**src/rtl/counter_ctrl.sv**
```systemverilog
// Interval-timer sequencer for an external up-counter: load, count to period-1,
// flag expiry, optionally auto-reload, and keep a saturating expiry tally.
module counter_ctrl #(
    parameter int WIDTH   = 32,
    parameter int TALLY_W = 16
) (
    input  logic               clk,
    input  logic               rst,
    input  logic               start,
    input  logic               stop,
    input  logic [WIDTH-1:0]   period,
    input  logic               auto_reload,
    input  logic [WIDTH-1:0]   cnt_value,
    output logic               cnt_load,
    output logic [WIDTH-1:0]   cnt_init,
    output logic               cnt_en,
    output logic               busy,
    output logic               done,
    output logic               start_err,
    output logic [TALLY_W-1:0] expire_count
);

    typedef enum logic [1:0] {
        IDLE = 2'd0,
        LOAD = 2'd1,
        RUN  = 2'd2,
        DONE = 2'd3
    } state_t;

    state_t               state_q, state_d;
    logic [WIDTH-1:0]     period_q, period_d;
    logic                 reload_q, reload_d;
    logic [TALLY_W-1:0]   tally_q, tally_d;
    logic                 err_d;
    logic                 done_q, err_q, load_q;
    logic                 terminal;

    // The counter starts from 0, so the last RUN cycle sees period_q-1.
    assign terminal = (cnt_value == period_q - WIDTH'(1));

    always_comb begin
        state_d  = state_q;
        period_d = period_q;
        reload_d = reload_q;
        tally_d  = tally_q;
        err_d    = 1'b0;
        cnt_en   = 1'b0;
        case (state_q)
            IDLE: begin
                if (start) begin
                    if (period != '0) begin
                        state_d  = LOAD;
                        period_d = period;
                        reload_d = auto_reload;
                    end else begin
                        err_d = 1'b1;
                    end
                end
            end
            LOAD: state_d = stop ? IDLE : RUN;
            RUN: begin
                cnt_en = ~terminal & ~stop;
                if (stop)          state_d = IDLE;
                else if (terminal) state_d = DONE;
            end
            DONE: begin
                if (tally_q != '1) tally_d = tally_q + TALLY_W'(1);
                // stop outranks reload, but the expiry itself still counts
                if (stop)          state_d = IDLE;
                else if (reload_q) state_d = LOAD;
                else               state_d = IDLE;
            end
            default: state_d = IDLE;
        endcase
    end

    always_ff @(posedge clk) begin
        if (rst) begin
            state_q  <= IDLE;
            period_q <= '0;
            reload_q <= 1'b0;
            tally_q  <= '0;
            done_q   <= 1'b0;
            err_q    <= 1'b0;
            load_q   <= 1'b0;
        end else begin
            state_q  <= state_d;
            period_q <= period_d;
            reload_q <= reload_d;
            tally_q  <= tally_d;
            done_q   <= (state_d == DONE);
            err_q    <= err_d;
            load_q   <= (state_d == LOAD);
        end
    end

    assign cnt_load     = load_q;
    assign cnt_init     = '0;
    assign busy         = (state_q != IDLE);
    assign done         = done_q;
    assign start_err    = err_q;
    assign expire_count = tally_q;

endmodule

```
**config.mk**
```make
export PLATFORM = sky130hd
export DESIGN_NAME = counter_ctrl
export DESIGN_NICKNAME = d
export VERILOG_FILES = /design/src/rtl/counter_ctrl.sv
export SDC_FILE = /design/constraint.sdc
export NUM_CORES = 1
export LEC_CHECK = 0
export CORE_ASPECT_RATIO = 1.2
export CORE_MARGIN = 1.5
export CORE_UTILIZATION = 50
export CTS_CLUSTER_SIZE = 28
export DETAILED_ROUTE_END_ITERATION = 10
export HOLD_SLACK_MARGIN = 0.05
export PLACE_DENSITY = 0.87
export SLEW_MARGIN = 5
export SYNTH_ARGS = -nofsm -noshare
export SYNTH_HDL_FRONTEND = slang
export SYNTH_SLANG_ARGS = --single-unit
```
**constraint.sdc**
```tcl
create_clock -name clk -period 6.5 [get_ports clk]
set_input_delay 1.3 -clock clk [delete_from_list [all_inputs] [get_ports clk]]
set_output_delay 1.3 -clock clk [all_outputs]
set_load 0.01 [all_outputs]
```
==> impl_metrics.yaml, run 1 <==
status:
  status: "completed"
place:
  dp_slack_ns: 1.58
  post_detailed_placement_half_perimeter_wirelength_um: 6760
  port_buffers: 89
  place.gp.congestion: 0.933
  placed_cells: 576
setup_path:
  arrival_ns: 3.80
  critPathLaunchType: "flip-flop"
  timing.rr.end: "state_q[0]$_SDFF_PP0_"
  reg_to_reg_critical_path_startpoint: "period_q[0]$_SDFFE_PP0P_"
  reg2reg_slack_ns: 3.37
  timing.critical_path.required_ns: 5.20
  critical_path_class: "flip-flop to primary output"
  crit_path_max_fanout: 9
  critical_path.startpoint: "period_q[0]$_SDFFE_PP0P_"
  rr_worst_depth: 10
  setup.worst_path.end_class: "primary output"
timing:
  slew-limit-headroom_pct: 36.1
  final-setup-viol-count: 0
  final.setup.tns_ns: 0
  period_needed_ns: 5.10
  timing.fmax_mhz: 196
  post-route-period-util_pct: 78.5
  grt_setup_unrepaired: "false"
  layout_setup_ws_ns: 1.40
  hold-worst-slack_ns: 0.524
  drv_slew: 0
  tightestPinTransition_ns: 0.958
  finalClockSkew_ns: 0.00470
  finalHoldViolations: 0
pwr:
  cellPowerDensity_mw_per_mm2: 176
  power_leakage_nw: 1.76
  ir_worst_vdd_v: 0.000153
detailed_routing:
  drt-wirelength-per-cell_um: 14.6
  drt_iter0_markers: 148
  wirelength_um: 8540
  routed_via_density: 5.53
  drt.antenna.violating_nets: 0
  drt-pass1-iter-count: 5
  number_of_remaining_drc_errors: 0
  vias: 3227
floorplan:
  floorplan.initialDensity_pct: 52.1
  die_h_um: 95.9
  placement_rows: 33
  die_outline_width_um: 80.4
  core_mm2: 0.00690
  overall_die_area_mm2: 0.00770
  top_level_ports: 122
clocking:
  max-clock-path-buffers: 2
  cts_setup_buffers: 0
  cts.htree.levels: 2
  clock_insertion_delay_worst_skew_ns: 0.30
  cts.reportedPaths.clkPinSlew_ns: 0.09
  clock_tree_root_buffer_cell: "sky130_fd_sc_hd__clkbuf_8"
  tritoncts: "built"
  cts-buffers-inserted: 5
  clock_sinks: 54
  ctsResizeCount: 0
  cts-hold-fix-buffers: 0
global_routing:
  gr-usage-met2_pct: 41.1
  grt_first_pass_wirelength_um: 13300
  grt_antenna_before_repair: 0
  largest_net_degree_at_the_start_of_global_routing: 55
  met1_usage_pct: 23.9
  grt_most_used_layer: "met2"
  grt_usage_pct: 22.2
  overflow: 0
  global_route.usage.met3_pct: 5.02
  vias_in_the_first_global_route: 3030
layout:
  nNetsFinal: 567
  fillers: 593
  n_diodes: 0
  post_route_cells_drive_above_1_share_pct: 5.63
  post_layout_nonfiller_instances: 584
  post_route_utilization_pct: 65.0
  synthToLayoutAreaGrowth_pct: 24.8
  regArea_mm2: 0.00108
  multiInputGateArea_mm2: 0.00229
logic_synthesis:
  ys_ff_latch: 54
  synth_area_leader_cell: "sky130_fd_sc_hd__dfxtp_1"
  ys_dominant_reg_cell: "sky130_fd_sc_hd__dfxtp_1"
  synth_most_common_cell: "sky130_fd_sc_hd__nor2_1"
  synth_commonest_cells: "sky130_fd_sc_hd__nor2_1, sky130_fd_sc_hd__dfxtp_1, sky130_fd_sc_hd__buf_4"
  synth.distinct_cells: 62
  synth-async-reset-ratio_pct: 0
  ys_seq_area_share_pct: 30.1
  netlist_area_mm2: 0.00359
  postSynthCellCount: 417
  syn_avg_cell_area_um2: 8.61
  synth-edff-count: 0
  netlist_top_cells_area: "sky130_fd_sc_hd__dfxtp_1, sky130_fd_sc_hd__mux2i_1, sky130_fd_sc_hd__xnor2_1"
  ys_warn_count: 0
  netlist.area_leader.share_pct: 30.1
hold_path:
  hold_depth: 2
  min_to: "expire_count[15]$_SDFFE_PP0P_"
  hold_path_class: "flip-flop to flip-flop"
  hold_path_startpoint: "expire_count[15]$_SDFFE_PP0P_"
flow_run:
  max-cap-violations: 0
-- worst max-delay path by stage --
stage	end	slack [ns]
2_1_floorplan	cnt_en	2.71
3_5_place_dp	cnt_en	1.58
6_report	cnt_en	1.40
4_1_cts	cnt_en	1.43
3_3_place_gp	cnt_en	1.59
5_1_grt	cnt_en	1.19
-- where the power goes --
part | switching, mW | internal (mW) | total (mW)
Sequential | 0.0230 | 0.345 | 0.368
Combinational | 0.110 | 0.118 | 0.228
Clock | 0.105 | 0.0858 | 0.191
Total | 0.238 | 0.549 | 0.787
-- state kept, by name, indices dropped and copies added, names as in the netlist --
signal and count:
state_q 2, reload_q 1, period_q 32, cnt_load 1, start_err 1, expire_count 16
done 1
-- worst max-delay path, cell delays in order (launching register included) --
cell	delay [ns]
sky130_fd_sc_hd__dfxtp_1	0.39
sky130_fd_sc_hd__inv_1	0.09
sky130_fd_sc_hd__ha_1	0.25
sky130_fd_sc_hd__nor3b_1	0.40
sky130_fd_sc_hd__and4_1	0.50
sky130_fd_sc_hd__nor3b_2	0.36
sky130_fd_sc_hd__xor3_1	0.30
sky130_fd_sc_hd__nand4bb_1	0.21
sky130_fd_sc_hd__nor4_1	0.16
sky130_fd_sc_hd__and4b_1	0.29
sky130_fd_sc_hd__nor2_1	0.07
sky130_fd_sc_hd__clkdlybuf4s50_1	0.47
-- metrics by stage --
| stage | cell area (um^2) | total power [mW] |
|---|---|---|
| 2_1_floorplan | 3710 | 0.538 |
| 3_3_place_gp | 4390 | 0.593 |
| 3_5_place_dp | 4390 | 0.601 |
| 4_1_cts | 4480 | 0.791 |
| 5_1_grt | 4480 | 0.831 |
| 6_report | 4480 | 0.787 |
-- per-layer routing --
metal | wire length (um) | vias to the layer above | part of all wire (%)
li1 | - | 1583 | -
met1 | 3340 | 1514 | 39
met2 | 4390 | 116 | 51
met3 | 614 | 14 | 7.2
met4 | 204 | 0 | 2.4
met5 | 0 | - | 0
-- cell usage in the layout, fill, tap and decap left out, types with 6 or more instances in the layout --
cell type,instances
sky130_fd_sc_hd__nor4_1,19
sky130_fd_sc_hd__nand4_1,13
sky130_fd_sc_hd__nand3_1,10
sky130_fd_sc_hd__nor3_1,6
sky130_fd_sc_hd__xnor2_1,31
sky130_fd_sc_hd__o21ai_0,9
sky130_fd_sc_hd__conb_1,32
sky130_fd_sc_hd__a21oi_1,7
sky130_fd_sc_hd__clkbuf_8,6
sky130_fd_sc_hd__dfxtp_1,54
sky130_fd_sc_hd__clkdlybuf4s50_1,88
sky130_fd_sc_hd__nor2_1,65
sky130_fd_sc_hd__xor2_1,23
sky130_fd_sc_hd__nand2_1,19
sky130_fd_sc_hd__mux2i_1,34
-- cells by family (layout without fill, tap and decap cells) --
kind of cell | Yosys count | after routing | synth area share (%)
compound gates | 38 | 38 | 7.28
xor+xnor | 56 | 56 | 14.3
fa+ha+maj | 2 | 2 | 0.697
buf+inv | 53 | 102 | 9.75
flops | 54 | 54 | 30.1
mux | 34 | 34 | 9.47
other cells | 1 | 32 | 0.104
simple gates | 179 | 179 | 28.3
-- layout make-up --
class	count	share of cell area, %
multi-input combinational	341	51.1
tap	87	2.43
clock inverter	2	0.279
timing repair buffer	90	19.9
clock buffer	6	1.84
inverter	4	0.335
sequential	54	24.1
Power figures use the tool's default switching activity.
==> run 2, diff against run 1 <==
--- a/config.mk
+++ b/config.mk
@@ -7,11 +7,11 @@
 export LEC_CHECK = 0
 export CORE_ASPECT_RATIO = 1.2
 export CORE_MARGIN = 1.5
-export CORE_UTILIZATION = 50
+export CORE_UTILIZATION = 42
 export CTS_CLUSTER_SIZE = 28
 export DETAILED_ROUTE_END_ITERATION = 10
 export HOLD_SLACK_MARGIN = 0.05
-export PLACE_DENSITY = 0.87
+export PLACE_DENSITY = 0.78
 export SLEW_MARGIN = 5
 export SYNTH_ARGS = -nofsm -noshare
 export SYNTH_HDL_FRONTEND = slang
==> constraint.sdc (replaced) <==
create_clock -name clk -period 4.4 [get_ports clk]
set_input_delay 0.88 -clock clk [delete_from_list [all_inputs] [get_ports clk]]
set_output_delay 0.88 -clock clk [all_outputs]
set_load 0.01 [all_outputs]
==> run 2 against run 1 <==
  * Register-to-register slack worse by 1.7 ns
  * Critical path type unchanged
  * Sequential share of layout area is 0.63 points lower
  * Largest power group unchanged
  * Combinational power is 54% higher
  * Cell count is 5.1% higher
  * Setup slack worse by 1.2 ns
==> impl_metrics.yaml, run 2 (synthesis results as in run 1) <==
layout:
  layout_commonest_cell: "sky130_fd_sc_hd__clkdlybuf4s50_1"
  largest_reg_flops: 32
  fillers: 756
  nNetsFinal: 570
  finish.instance_area_mm2: 0.00461
  post_route_cells_drive_above_1_share_pct: 7.40
  post_layout_nonfiller_instances: 614
  registers.top_by_ff_count: "period_q"
  leading_cell_types_in_the_layout_fill_and_taps_excluded: "sky130_fd_sc_hd__clkdlybuf4s50_1, sky130_fd_sc_hd__nor2_1, sky130_fd_sc_hd__dfxtp_1"
  synthToLayoutAreaGrowth_pct: 28.3
  n_diodes: 0
  post_route_utilization_pct: 56.2
flow_run:
  max-cap-violations: 0
setup_path:
  timing.critical_path.required_ns: 3.52
  arrival_ns: 3.36
  critical_path.startpoint: "period_q[2]$_SDFFE_PP0P_"
  crit_path_max_fanout: 9
  critPathLaunchType: "flip-flop"
  setup.worst_path.end_class: "primary output"
  rr_worst_depth: 8
  timing.rr.end: "done$_SDFF_PP0_"
  reg2reg_slack_ns: 1.68
  timing.critical_path.to: "cnt_en"
  critical_path_class: "flip-flop to primary output"
  reg_to_reg_critical_path_startpoint: "period_q[2]$_SDFFE_PP0P_"
clocking:
  cts.htree.levels: 2
  clock_sinks: 54
  tritoncts: "built"
  max-clock-path-buffers: 2
  clock_insertion_delay_worst_skew_ns: 0.31
  cts-buffers-inserted: 5
  clock_tree_root_buffer_cell: "sky130_fd_sc_hd__clkbuf_8"
  cts_setup_buffers: 0
  cts.reportedPaths.clkPinSlew_ns: 0.09
pwr:
  ir_worst_vdd_v: 0.000216
  cellPowerDensity_mw_per_mm2: 266
  p_switching_mw: 0.361
  netSwitchingFraction_pct: 29.5
  power_leakage_nw: 1.79
  power_share_of_the_sequential_group_pct: 44.6
  combinationalPowerShare_pct: 28.7
  power_frac_clock_pct: 26.7
  report.power.total_mw: 1.23
  power.internal_mw: 0.865
global_routing:
  grt_antenna_before_repair: 0
  vias_in_the_first_global_route: 3008
  largest_net_degree_at_the_start_of_global_routing: 55
  grt_usage_pct: 19.1
  grt_first_pass_wirelength_um: 13900
  overflow: 0
timing:
  final.setup.tns_ns: 0
  tightestPinTransition_ns: 0.989
  finalClockSkew_ns: 0.00755
  post-route-period-util_pct: 96.3
  timing.fmax_mhz: 236
  layout_setup_ws_ns: 0.164
  final-setup-viol-count: 0
  grt_setup_unrepaired: "false"
  hold-worst-slack_ns: 0.512
  finalHoldViolations: 0
  slew-limit-headroom_pct: 34.0
  period_needed_ns: 4.24
  drv_slew: 0
detailed_routing:
  drt-wirelength-per-cell_um: 14.5
  max_layer_used: "met4"
  met1_routed_wirelength_after_detailed_routing_um: 3600
  route.met2.wl_um: 4400
  number_of_remaining_drc_errors: 0
  routed-wl-met3_um: 699
  routed_via_density: 5.17
  vias: 3173
  drt_iter0_markers: 120
  wirelength_um: 8880
  drt.antenna.violating_nets: 0
  drt-pass1-iter-count: 4
place:
  dp_slack_ns: 0.211
  post_detailed_placement_half_perimeter_wirelength_um: 7020
  postPlaceCellArea_mm2: 0.00446
  port_buffers: 89
  place.gp.congestion: 0.881
  placed_cells: 606
hold_path:
  hold_path_class: "flip-flop to flip-flop"
floorplan:
  placement_rows: 36
  die_h_um: 104
  core_mm2: 0.00820
  floorplan.initialDensity_pct: 43.8
  overall_die_area_mm2: 0.00912
  die_outline_width_um: 87.4
  top_level_ports: 122
status:
  status: "completed"
-- run 2: worst max-delay path: stages, from the launching register on --
cell	delay, ns
sky130_fd_sc_hd__dfxtp_1	0.44
sky130_fd_sc_hd__or4_2	0.72
sky130_fd_sc_hd__nor4_1	0.34
sky130_fd_sc_hd__a21oi_1	0.07
sky130_fd_sc_hd__o21ai_0	0.35
sky130_fd_sc_hd__nand4bb_1	0.17
sky130_fd_sc_hd__nor4_2	0.16
sky130_fd_sc_hd__and4b_1	0.27
sky130_fd_sc_hd__nor2_1	0.05
sky130_fd_sc_hd__clkdlybuf4s50_1	0.49
-- run 2: cell type report --
cell class              instances  area, um^2  share of cell area (%)
multi-input cells             341        2330                    50.6
flip-flops and latches         54        1080                    23.5
repair buffers                 93         928                    20.1
well taps                     114         143                    3.10
clock buffers                   6        72.6                    1.57
clock inverters                 2        37.5                   0.815
inverters                       4        15.0                   0.326
-- run 2: layer usage --
metal  vias to the layer above  track usage (%)
li1                       1584                -
met1                      1442             22.3
met2                       127             33.5
met3                        20             4.76
met4                         0             5.90
met5                         -                0
-- run 2: how the worst min path moves through the flow --
stage / startpoint / to / depth (start not counted)
final: reload_q$_SDFFE_PP0P_ / reload_q$_SDFFE_PP0P_ / 2
after global routing: expire_count[15]$_SDFFE_PP0P_ / expire_count[15]$_SDFFE_PP0P_ / 2
after CTS: expire_count[15]$_SDFFE_PP0P_ / expire_count[15]$_SDFFE_PP0P_ / 2
after detailed placement: reload_q$_SDFFE_PP0P_ / reload_q$_SDFFE_PP0P_ / 2
after global placement: reload_q$_SDFFE_PP0P_ / reload_q$_SDFFE_PP0P_ / 2
after floorplan: reload_q$_SDFFE_PP0P_ / reload_q$_SDFFE_PP0P_ / 2
-- run 2: power groups by stage --
stage / Combinational, mW / Clock [mW] / Sequential, mW
2_1_floorplan: 0.254 / 0 / 0.541
3_3_place_gp: 0.335 / 0 / 0.554
3_5_place_dp: 0.341 / 0 / 0.555
4_1_cts: 0.345 / 0.339 / 0.544
5_1_grt: 0.382 / 0.354 / 0.551
6_report: 0.352 / 0.328 / 0.546
-- run 2: what timing repair did --
item	4_1_cts	5_1_grt
pin swaps	0	1
hold buffers	0	0
gates resized for setup	2	8
endpoints found under the setup margin	1	1
